<file path="src/rtl/pic_init_cmd_ctrl.sv">
// 8259-style command decoder: walks the ICW1..ICW4 initialisation sequence,
// then decodes OCW1/OCW2/OCW3 into mask/config registers and one-cycle strobes.
module pic_init_cmd_ctrl #(
  parameter int         DATA_W   = 8,
  parameter logic [7:0] IMR_INIT = 8'h00
) (
  input  logic              clk,
  input  logic              rst_n,
  input  logic              wr_stb,
  input  logic              a0,
  input  logic [DATA_W-1:0] din,
  output logic              init_done,
  output logic [2:0]        icw_state,
  output logic              ltim,
  output logic              single,
  output logic              ic4,
  output logic [4:0]        vec_base,
  output logic [7:0]        icw3,
  output logic              upm,
  output logic              aeoi,
  output logic              ms,
  output logic              buf_mode,
  output logic              sfnm,
  output logic [7:0]        imr,
  output logic              ocw2_stb,
  output logic              ocw2_r,
  output logic              ocw2_sl,
  output logic              ocw2_eoi,
  output logic [2:0]        ocw2_lvl,
  output logic              rot_aeoi,
  output logic              smm,
  output logic              ris,
  output logic              poll_stb
);

  typedef enum logic [2:0] {
    IDLE      = 3'd0,
    WAIT_ICW2 = 3'd1,
    WAIT_ICW3 = 3'd2,
    WAIT_ICW4 = 3'd3,
    READY     = 3'd4
  } state_t;

  state_t state, next_state;
  logic   icw1_hit;

  // ICW1 is recognised in every state, so it always restarts the sequence.
  assign icw1_hit  = wr_stb && !a0 && din[4];
  assign icw_state = state;

  always_ff @(posedge clk) begin
    // NOTE: sequential state uses non-blocking (<=) so every register samples
    // pre-edge values; blocking here would create order-dependent races.
    if (!rst_n) state <= IDLE;
    else        state <= next_state;
  end

  always_comb begin
    // NOTE: default first so every path assigns next_state and no latch is inferred.
    next_state = state;
    if (icw1_hit) begin
      next_state = WAIT_ICW2;
    end else if (wr_stb && a0) begin
      case (state)
        WAIT_ICW2: next_state = !single ? WAIT_ICW3 : (ic4 ? WAIT_ICW4 : READY);
        WAIT_ICW3: next_state = ic4 ? WAIT_ICW4 : READY;
        WAIT_ICW4: next_state = READY;
        default:   next_state = state;
      endcase
    end
  end

  always_ff @(posedge clk) begin
    if (!rst_n) begin
      init_done <= 1'b0;
      ltim      <= 1'b0;
      single    <= 1'b0;
      ic4       <= 1'b0;
      vec_base  <= '0;
      icw3      <= '0;
      upm       <= 1'b0;
      aeoi      <= 1'b0;
      ms        <= 1'b0;
      buf_mode  <= 1'b0;
      sfnm      <= 1'b0;
      imr       <= IMR_INIT;
      ocw2_stb  <= 1'b0;
      ocw2_r    <= 1'b0;
      ocw2_sl   <= 1'b0;
      ocw2_eoi  <= 1'b0;
      ocw2_lvl  <= '0;
      rot_aeoi  <= 1'b0;
      smm       <= 1'b0;
      ris       <= 1'b0;
      poll_stb  <= 1'b0;
    end else begin
      ocw2_stb  <= 1'b0;
      poll_stb  <= 1'b0;
      init_done <= (next_state == READY);
      if (icw1_hit) begin
        ltim     <= din[3];
        single   <= din[1];
        ic4      <= din[0];
        imr      <= IMR_INIT;
        smm      <= 1'b0;
        ris      <= 1'b0;
        rot_aeoi <= 1'b0;
        upm      <= 1'b0;
        aeoi     <= 1'b0;
        ms       <= 1'b0;
        buf_mode <= 1'b0;
        sfnm     <= 1'b0;
      end else if (wr_stb && a0) begin
        case (state)
          WAIT_ICW2: vec_base <= din[7:3];
          WAIT_ICW3: icw3     <= din;
          WAIT_ICW4: begin
            upm      <= din[0];
            aeoi     <= din[1];
            ms       <= din[2];
            buf_mode <= din[3];
            sfnm     <= din[4];
          end
          READY:     imr <= din;
          default:   ;
        endcase
      end else if (wr_stb && state == READY) begin
        // Here din[4] is known to be 0, so din[3] alone picks OCW2 vs OCW3.
        if (!din[3]) begin
          ocw2_r   <= din[7];
          ocw2_sl  <= din[6];
          ocw2_eoi <= din[5];
          ocw2_lvl <= din[2:0];
          ocw2_stb <= 1'b1;
          if (din[7:5] == 3'b100)      rot_aeoi <= 1'b1;
          else if (din[7:5] == 3'b000) rot_aeoi <= 1'b0;
        end else begin
          if (din[6]) smm      <= din[5];
          if (din[1]) ris      <= din[0];
          if (din[2]) poll_stb <= 1'b1;
        end
      end
    end
  end

endmodule

</file>
<file path="config.mk">
export PLATFORM = sky130hd
export DESIGN_NAME = pic_init_cmd_ctrl
export DESIGN_NICKNAME = d
export VERILOG_FILES = /design/src/rtl/pic_init_cmd_ctrl.sv
export SDC_FILE = /design/constraint.sdc
export NUM_CORES = 1
export LEC_CHECK = 0
export ABC_AREA = 1
export CAP_MARGIN = 20
export CELL_PAD_IN_SITES_DETAIL_PLACEMENT = 0
export CELL_PAD_IN_SITES_GLOBAL_PLACEMENT = 2
export CORE_MARGIN = 2
export CORE_UTILIZATION = 27
export CTS_CLUSTER_DIAMETER = 30
export DETAILED_ROUTE_END_ITERATION = 12
export PLACE_DENSITY = 0.89
export RECOVER_POWER = 25
export SLEW_MARGIN = 20
export SYNTH_ARGS = -nofsm -noshare
export SYNTH_HDL_FRONTEND = slang
export SYNTH_SLANG_ARGS = --single-unit
</file>
<file path="constraint.sdc">
create_clock -name clk -period 3.45 [get_ports clk]
set_input_delay 0.345 -clock clk [delete_from_list [all_inputs] [get_ports clk]]
set_output_delay 0.345 -clock clk [all_outputs]
set_load 0.05 [all_outputs]
</file>
==> impl_metrics.json <==
{
  "antenna_cells": 0,
  "synthesis.area_sq_um": 1753,
  "yosysSeqAreaShare_pct": 50.25,
  "path_max_fanout": 16,
  "core-area_sq_um": 6314,
  "min_path_type": "register to register",
  "crit_arrival_ns": 2.34,
  "r2r-start": "icw_state[1]",
  "cap_violations": 0,
  "yosysWarnings": 0,
  "outcome": "finished, final reports clean",
  "dp_hpwl_microns": 3319,
  "power.total_mw": 1.049,
  "critical_path.top_delay_family": "simple AND/OR/NAND/NOR gates",
  "period_share_pct": 61.60,
  "die_w_microns": 84.58,
  "timing.hold.ws_ns": 0.4480,
  "htree_levels": 2,
  "power.density_nw_per_um2": 425.5,
  "leakage_nw": 1.003,
  "dpl.cell_count": 349,
  "die_h_microns": 84.58,
  "slew_violations": 0,
  "synth.top_cell.area_share_pct": 50.25,
  "fin_setup_tns_ns": 0,
  "timing_worst_setup_path_type": "input port to register",
  "path_clk_slew_ns": 0.08,
  "post-cts-setup-buffers": 0,
  "initialDrtViolationCount": 29,
  "drt-pass1-iter-count": 4,
  "timing.slew.headroom_pct": 40.26,
  "cts_buffers": 5,
  "startpoint_type": "input port",
  "drive_gt1_share_pct": 5.376,
  "reg2reg_slack_ns": 1.77,
  "crit_top_cell": "nor2_1",
  "start_util_pct": 27.76,
  "r2r_cells": 6,
  "via_per_inst": 4.404,
  "portBuffers": 55,
  "period_minus_slack_ns": 2.125,
  "grt_pass1_wl_microns": 7238,
  "grt_overflow": 0,
  "hold_path_depth": 2,
  "rsz0062_at_grt": "no",
  "dpl_cell_area_sq_um": 2359,
  "ant_nets": 0,
  "clockBufferDepth": 2,
  "path_buf_inv": 2,
  "gp_congestion": 0.7661,
  "final_area_sq_um": 2465,
  "crit_start": "wr_stb",
  "post_drt_wl_per_cell_microns": 12.54,
  "finalHoldViolations": 0,
  "drc": 0,
  "root_buffer": "clkbuf_8",
  "grt_max_degree": 24,
  "tightestPinTransition_ns": 0.8927,
  "ys_seq_elements": 44,
  "via_count": 1568,
  "path_cells": "dlygate4sd3_1 > nand2_1 > nor2_1 > nor2_1 > inv_1 > a211oi_1",
  "row_count": 29,
  "area_delta_synth_final_pct": 40.61,
  "clock.fmax_mhz": 470.5,
  "min-delay-start": "imr[1]",
  "clock-sinks": 44,
  "nNetsFinal": 291,
  "hold_buffers": 0,
  "wirelength_microns": 4464,
  "cts_tree": "yes",
  "setup_viol": 0,
  "antenna_found_initial": 0,
  "syn_area_per_cell_sq_um": 7.896,
  "postSynthCellCount": 222,
  "cp_slowest_cell": "nor2_1",
  "hold_path_end": "imr[1]",
  "cpPeakStageDelay_ns": 0.71,
  "ios": 56,
  "grt_pass1_vias": 1485,
  "finClkSkew_ns": 0.003695,
  "syn_nets": 234,
  "ctsResizeCount": 0,
  "final_cells": 356,
  "fp.dieArea_sq_um": 7153,
  "synthDistinctLibCells": 24,
  "r2r-end": "ocw2_r",
  "netlist.top_cell.by_area": "dfxtp_1",
  "grt_use_total_pct": 12.76,
  "cp.required_ns": 3.66,
  "ir_drop_mv": 0.2310,
  "clk_latency_ns": 0.29,
  "cp-end-kind": "register",
  "yosys-top-cells-area": "dfxtp_1 50%, a21oi_1 7.7%, o21ai_0 7.4%"
}
==> how the worst max path moves through the flow <==
stage,to,slack [ns],cells past startpoint
after global routing,sfnm,1.10,6
after CTS,icw_state[1],1.48,1
after detailed placement,sfnm,1.28,6
final,sfnm,1.32,6
after floorplan,icw3[7],1.85,6
after global placement,ms,1.26,6
==> cell families (layout without fill, tap and decap cells) <==
kind of cell,count (synthesis),count (layout),synth area share [%]
DFF,44,44,50.25
buffers and inverters,39,96,9.850
AOI/OAI and AO/OA,61,61,18.34
and+or+nand+nor,78,78,21.56
==> layout by cell type, fill, tap and decap left out, types with 5 or more instances in the layout <==
| master | netlist | layout |
|---|---|---|
| a21oi_1 | 27 | 27 |
| o21ai_0 | 26 | 26 |
| clkbuf_8 | 1 | 5 |
| nand4_1 | 5 | 5 |
| dfxtp_1 | 44 | 44 |
| clkdlybuf4s50_1 | 0 | 52 |
| inv_1 | 32 | 33 |
| nand3_1 | 4 | 5 |
| nor2_1 | 29 | 31 |
| nand2_1 | 29 | 30 |
==> registers in the layout, summed over array words and instances, names as in the netlist, 3 cells and up <==
name	count
icw3	8
icw_state	3
imr	8
ocw2_lvl	3
vec_base	5
==> area by class of cell <==
type	instances	area (sq um)
clock buffer	5	68.82
clock inverter	2	60.06
fill	672	3849
inverter	33	123.9
multi-input combinational	139	676.9
sequential	44	880.8
tap	77	96.34
timing repair buffer	56	558.0
==> Yosys cell counts <==
cell type,n
nand3_1,4
nor3_1,2
clkbuf_1,2
buf_6,2
nand2_4,1
a31oi_1,3
nor2_4,2
buf_2,1
nand3_2,2
nor2_1,29
clkbuf_8,1
nand2_1,29
o21ai_0,26
inv_1,32
dfxtp_1,44
nor3_4,2
nand4_1,5
a211oi_1,2
o21ai_2,1
a21oi_1,27
o21ai_1,1
nor2_2,2
a21oi_2,1
inv_2,1
==> metal layers <==
layer | vias to the layer above | GRT usage, % | share of wire [%]
met2 | 34 | 19.69 | 44
met3 | 5 | 4.326 | 5.9
met5 | - | 0 | 0
li1 | 835 | - | -
met4 | 0 | 3.030 | 0.83
met1 | 694 | 17.29 | 49
==> worst register-to-register path, cell delays in order, from the launching register on <==
cell	delay, ns
dfxtp_1	0.38
nor2_2	0.21
nand3_2	0.11
nor2_4	0.20
nand3_1	0.40
nor2_1	0.22
nor2_1	0.06
==> power by group <==
group | total (mW) | switching, mW | internal (mW)
Combinational | 0.0732 | 0.0483 | 0.0249
Clock | 0.461 | 0.176 | 0.285
Sequential | 0.515 | 0.00379 | 0.511
==> metrics by stage <==
step / worst slack (ns) / utilization (%)
2_1_floorplan: 1.847 / -
3_3_place_gp: 1.263 / 37.36
3_5_place_dp: 1.280 / 37.36
4_1_cts: 1.482 / 39.40
5_1_grt: 1.098 / 39.04
6_report: 1.325 / 39.04
(Power assumes the default switching activity.)
